### config.mk
export PLATFORM = sky130hd
export DESIGN_NAME = ic_fetch_unit
export DESIGN_NICKNAME = d
export VERILOG_FILES = /design/src/rtl/ic_fetch_unit.sv
export SDC_FILE = /design/constraint.sdc
export NUM_CORES = 2
export LEC_CHECK = 0
export ABC_AREA = 1
export CAP_MARGIN = 15
export CORE_MARGIN = 2
export CORE_UTILIZATION = 35
export DETAILED_ROUTE_END_ITERATION = 8
export DONT_BUFFER_PORTS = 1
export PLACE_DENSITY = 0.52
export SETUP_SLACK_MARGIN = 0.4
export SYNTH_ARGS = -nofsm -noshare
export SYNTH_HDL_FRONTEND = slang
export SYNTH_SLANG_ARGS = --single-unit
### constraint.sdc
create_clock -name clk -period 6.7 [get_ports clk]
set_input_delay 1.005 -clock clk [delete_from_list [all_inputs] [get_ports clk]]
set_output_delay 1.005 -clock clk [all_outputs]
set_load 0.01 [all_outputs]
### src/rtl/ic_fetch_unit.sv
// ic_fetch_unit: direct-mapped instruction cache with a sequential PC generator.
//
// On a hit the fetch unit sends {pc, instr} to the instruction queue (IQ)
// through registered outputs. On a miss it sends one word address to the
// memory fetcher (fc) and then waits for the instruction fill. An exception
// from the ROB redirects the PC from any state.
//
// Optional feature (macro ICACHE_FILL_FORWARD_EN): when defined, a fill that
// arrives while the IQ has room is delivered to the IQ in the same cycle as
// the array write. This saves the extra lookup cycle on each miss.
//
// Ports:
//   clk, rst                 clock (posedge), asynchronous active-low reset
//   rdy                      global ready; when low, all state and outputs freeze
//   is_exception_from_rob    redirect pulse; new_pc_from_rob is the target
//   is_ready_from_fc         fc request queue has room
//   is_commit_from_fc        fc commit pulse; is_instr_from_fc marks a fill
//   data_from_fc             instruction word carried by the fill
//   is_empty_to_fc           goes low for one cycle per miss request
//   addr_to_fc               word-aligned miss address
//   is_full_from_iq          IQ cannot accept
//   is_valid_to_iq           one-cycle delivery pulse; pc_to_iq / instr_to_iq
module ic_fetch_unit #(
  parameter int IndexBits = 6,
  parameter int PcWidth   = 32
) (
  input  logic               clk,
  input  logic               rst,
  input  logic               rdy,
  input  logic               is_exception_from_rob,
  input  logic [PcWidth-1:0] new_pc_from_rob,
  input  logic               is_ready_from_fc,
  input  logic               is_commit_from_fc,
  input  logic               is_instr_from_fc,
  input  logic [PcWidth-1:0] data_from_fc,
  output logic               is_empty_to_fc,
  output logic [PcWidth-1:0] addr_to_fc,
  input  logic               is_full_from_iq,
  output logic               is_valid_to_iq,
  output logic [PcWidth-1:0] pc_to_iq,
  output logic [PcWidth-1:0] instr_to_iq
);
  localparam int TagBits = PcWidth - 2 - IndexBits;
  localparam int Lines   = 1 << IndexBits;

  typedef enum logic [1:0] {
    LOOKUP    = 2'd0,
    MISS_REQ  = 2'd1,
    MISS_WAIT = 2'd2
  } state_t;

  state_t               state_q, state_d;
  logic [PcWidth-1:0]   pc_q, pc_d;
  logic [Lines-1:0]     valid_q;
  logic [TagBits-1:0]   tag_q  [Lines];
  logic [PcWidth-1:0]   data_q [Lines];

  logic [IndexBits-1:0] idx;
  logic [TagBits-1:0]   ptag;
  logic                 hit, fill;
  logic                 deliver, req, wr;
  logic [PcWidth-1:0]   dlv_instr;

  assign idx  = pc_q[IndexBits+1:2];
  assign ptag = pc_q[PcWidth-1:IndexBits+2];
  assign hit  = valid_q[idx] && (tag_q[idx] == ptag);
  assign fill = is_commit_from_fc && is_instr_from_fc;

  // Next-state and registered-output decisions. An exception overrides
  // everything, so any same-cycle fill is dropped; fc flushes on the same
  // event. Fills are not address-checked because fc returns them in order.
  always_comb begin
    state_d   = state_q;
    pc_d      = pc_q;
    deliver   = 1'b0;
    dlv_instr = data_q[idx];
    req       = 1'b0;
    wr        = 1'b0;
    if (is_exception_from_rob) begin
      pc_d    = new_pc_from_rob;
      state_d = LOOKUP;
    end else begin
      case (state_q)
        LOOKUP: begin
          if (hit) begin
            if (!is_full_from_iq) begin
              deliver = 1'b1;
              pc_d    = pc_q + PcWidth'(4);
            end
          end else begin
            state_d = MISS_REQ;
          end
        end
        MISS_REQ: begin
          if (is_ready_from_fc) begin
            req     = 1'b1;
            state_d = MISS_WAIT;
          end
        end
        MISS_WAIT: begin
          if (fill) begin
            wr      = 1'b1;
            state_d = LOOKUP;
`ifdef ICACHE_FILL_FORWARD_EN
            if (!is_full_from_iq) begin
              deliver   = 1'b1;
              dlv_instr = data_from_fc;
              pc_d      = pc_q + PcWidth'(4);
            end
`endif
          end
        end
        default: state_d = LOOKUP;
      endcase
    end
  end

  always_ff @(posedge clk or negedge rst) begin
    if (!rst) begin
      state_q        <= LOOKUP;
      pc_q           <= '0;
      valid_q        <= '0;
      is_valid_to_iq <= 1'b0;
      is_empty_to_fc <= 1'b1;
      addr_to_fc     <= '0;
      pc_to_iq       <= '0;
      instr_to_iq    <= '0;
    end else if (rdy) begin
      state_q        <= state_d;
      pc_q           <= pc_d;
      is_valid_to_iq <= deliver;
      is_empty_to_fc <= !req;
      if (wr) valid_q[idx] <= 1'b1;
      if (req) addr_to_fc <= {pc_q[PcWidth-1:2], 2'b00};
      if (deliver) begin
        pc_to_iq    <= pc_q;
        instr_to_iq <= dlv_instr;
      end
    end
  end

  // The tag and data arrays have no reset because valid_q qualifies them.
  always_ff @(posedge clk) begin
    if (rdy && wr) begin
      tag_q[idx]  <= ptag;
      data_q[idx] <= data_from_fc;
    end
  end

endmodule

==> impl_metrics.env <==
export IMPL_reg2reg_depth=16
export IMPL_ys_seq_elements=3778
export IMPL_worstPathRequired_ns=7.60
export IMPL_placed_area_um2=156000
export IMPL_initial_core_util=0.351
export IMPL_multi_input_area_um2=30000
export IMPL_min_path_type="input port to asynchronous set/reset pin"
export IMPL_firstDrtPassIters=7
export IMPL_fin_cells=17218
export IMPL_grt_pass1_vias=90732
export IMPL_ir_drop_uv=253
export IMPL_grt_start_max_net_pins=195
export IMPL_clock_skew_ns=0.0696
export IMPL_min_period_ns=5.94
export IMPL_r2r_end="instr_to_iq[28]$_DFFE_PN0P_"
export IMPL_comb_power_share=0.121
export IMPL_cts_resized=0
export IMPL_syn_avg_cell_area_um2=13.1
export IMPL_fin_area_um2=168000
export IMPL_design_die_area_um2=427000
export IMPL_slew_headroom=0.0229
export IMPL_post_route_drc_count=0
export IMPL_hold_viol_final=0
export IMPL_syn_to_final_growth_pct=14.2
export IMPL_p_seq_frac=0.483
export IMPL_via_count=94973
export IMPL_clock_sinks=3778
export IMPL_cp_end_kind="flip-flop"
export IMPL_seq_area_um2=113000
export IMPL_syn_area_um2=148000
export IMPL_grt_ovfl_total=0
export IMPL_drive_gt1_frac=0.100
export IMPL_clkPwrFrac=0.395
export IMPL_wire_per_inst_um=30.2
export IMPL_swShare=0.266
export IMPL_post_cts_setup_buffer_count=0
export IMPL_rsz0062_at_grt="false"
export IMPL_nNetsFinal=11444
export IMPL_dp_cells=16502
export IMPL_ios=170
export IMPL_track_usage=0.238
export IMPL_ys_warn_count=0
export IMPL_clkLatencyLatePin_ns=1.02
export IMPL_start_kind="flip-flop"
export IMPL_nFillCells=39079
export IMPL_die_w_um=653
export IMPL_p_int_mw=40.2
export IMPL_tns_ns=0
export IMPL_rows=238
export IMPL_drv_cap=0
export IMPL_drt_total_wl_um=521000
export IMPL_power_density_nw_per_um2=325
export IMPL_whs_ns=0.0300
export IMPL_cts_buffers=385
export IMPL_setup_viol=0
export IMPL_fmax_mhz=168
export IMPL_cts_tree="yes"
export IMPL_seq_area_frac_synth=0.763
export IMPL_clkSlewWorstSetupHoldPaths_ns=0.07
export IMPL_grt_pass1_wl_um=723000
export IMPL_outcome="completed"
export IMPL_gp_congestion=0.817
export IMPL_leakage_nw=60.0
export IMPL_critPathKind="flip-flop to flip-flop"
export IMPL_synth_cells=11267
export IMPL_reg2reg_slack_ns=0.76
export IMPL_portBuffers=0
export IMPL_die_y_um=653
export IMPL_drtAntennaViolNets=0
export IMPL_cts_root_buf="clkbuf_16"
export IMPL_vias_per_cell=5.52
export IMPL_antenna_found_initial=17
export IMPL_r2r_start="pc_q[2]$_DFFE_PN0P_"
export IMPL_power_mw=54.8
export IMPL_synthDistinctLibCells=48
export IMPL_ctsLongestPathBuffers=4
export IMPL_worst_pin_slew_ns=1.47
export IMPL_drt_initial_drc_count=13142
export IMPL_p_sw_mw=14.6
export IMPL_core_area_um2=420000
export IMPL_hpwlAfterDp_um=279000
export IMPL_htreeDepth=5
export IMPL_fin_crit_sh=0.887
export IMPL_worst_ep_arrival_time_ns=6.84
export IMPL_slew_viol_final=0
export IMPL_path_max_fanout=137
[synth_stat cells (all sizes together)]
master,n,share of area
a211oi,3,0.00015
a21o,1,0.000051
a21oi,31,0.0011
a221oi,199,0.012
a22o,58,0.0034
a22oi,250,0.013
a31oi,4,0.00017
and3,13,0.00055
buf,260,0.010
clkbuf,354,0.0090
clkinv,6,0.00015
conb,1,0.000025
dfrtp,193,0.033
dfstp,1,0.00018
edfxtp,3584,0.73
ha,1,0.000085
inv,753,0.019
mux2,2,0.00015
nand2,3126,0.080
nand3,291,0.0099
nand3b,2,0.00010
nand4,318,0.013
nor2,596,0.015
nor3,17,0.00061
nor4,1,0.000042
o2111a,24,0.0018
o2111ai,15,0.00089
o211ai,271,0.014
o21ai,627,0.021
o221ai,1,0.000059
o22ai,1,0.000042
o2bb2ai,20,0.0012
o31ai,4,0.00020
or2,226,0.0096
xnor2,1,0.000059
xor2,12,0.00071
[how the worst max path moves through the flow]
stage | from | to | slack, ns | cells after the start
2_1_floorplan | pc_q[2]$_DFFE_PN0P_ | data_q[31][0]$_DFFE_PP_ | 1.76 | 12
3_3_place_gp | pc_q[2]$_DFFE_PN0P_ | instr_to_iq[10]$_DFFE_PN0P_ | 0.99 | 16
3_5_place_dp | pc_q[2]$_DFFE_PN0P_ | instr_to_iq[23]$_DFFE_PN0P_ | 0.95 | 16
4_1_cts | pc_q[2]$_DFFE_PN0P_ | instr_to_iq[28]$_DFFE_PN0P_ | 0.95 | 16
5_1_grt | pc_q[2]$_DFFE_PN0P_ | instr_to_iq[28]$_DFFE_PN0P_ | 0.72 | 16
6_report | pc_q[2]$_DFFE_PN0P_ | instr_to_iq[28]$_DFFE_PN0P_ | 0.76 | 16
[per-stage QoR]
stage	util	worst slack, ns
5_1_grt	0.401	0.720
2_1_floorplan	-	1.76
4_1_cts	0.401	0.949
3_3_place_gp	0.371	0.994
3_5_place_dp	0.371	0.954
6_report	0.401	0.760
[sequential cells by signal (all words and copies together) (netlist names)]
| name | flops |
|---|---|
| instr_to_iq | 32 |
| addr_to_fc | 30 |
| pc_to_iq | 32 |
| valid_q | 64 |
| tag_q | 1536 |
| pc_q | 32 |
| data_q | 2048 |
| state_q | 2 |
| is_valid_to_iq | 1 |
| is_empty_to_fc | 1 |
[critical path, cell delays in order (launching register included)]
cell,delay (ns)
dfrtp_4,0.94
buf_12,0.47
nand2_4,0.46
inv_8,0.67
nand2_1,0.11
nand3_1,0.12
o21ai_1,0.06
nand2_1,0.10
nor2_1,0.07
nand2_1,0.11
xor2_1,0.08
nor2_1,0.59
nand3_1,0.29
nor2_4,0.21
buf_4,0.77
nand4_1,0.26
nand2_1,0.15
[logic make-up after synthesis]
logic type	synth area share
fa+ha+maj	0.0000848
flops	0.763
compound gates	0.0687
simple gates	0.129
mux	0.000153
buf+inv	0.0385
xor+xnor	0.000772
other cells	0.0000254
[per-layer routing]
layer,up-vias,track usage,part of all wire
li1,40404,-,-
met1,48844,0.337,0.42
met2,4945,0.376,0.46
met3,776,0.0391,0.093
met4,4,0.0729,0.033
met5,-,0.00283,0.00036
[final cells by class]
| type | count | share of cell area |
|---|---|---|
| antenna | 3 | 0.0000446 |
| clock buffer | 481 | 0.0609 |
| clock inverter | 230 | 0.0136 |
| inverter | 759 | 0.0173 |
| multi-input combinational | 6117 | 0.178 |
| sequential | 3778 | 0.668 |
| tap | 5520 | 0.0410 |
| timing repair buffer | 330 | 0.0215 |
[repair_timing]
action,CTS,global route
endpoints found under the setup margin,0,0
hold buffers,1,0
endpoints found under the hold margin,194,0
[power by group through the flow]
stage	Sequential [mW]	Combinational (mW)	Clock, mW
CTS	26.5	6.59	21.9
finish	26.5	6.65	21.7
floorplan	27.1	3.60	0
global route	26.5	7.12	22.8
detailed placement	27.0	6.53	0
global placement	27.0	6.53	0
[cell usage in the layout (no fill, tap or decap), types with 239 or more instances in the layout]
| cell | n |
|---|---|
| edfxtp_1 | 3584 |
| nand2_1 | 3118 |
| inv_1 | 745 |
| nor2_1 | 520 |
| o21ai_0 | 495 |
| clkbuf_16 | 389 |
| nand4_1 | 318 |
| nand3_1 | 289 |
| o211ai_1 | 271 |
| a22oi_1 | 250 |
| buf_4 | 239 |
Power figures use the tool's default switching activity.
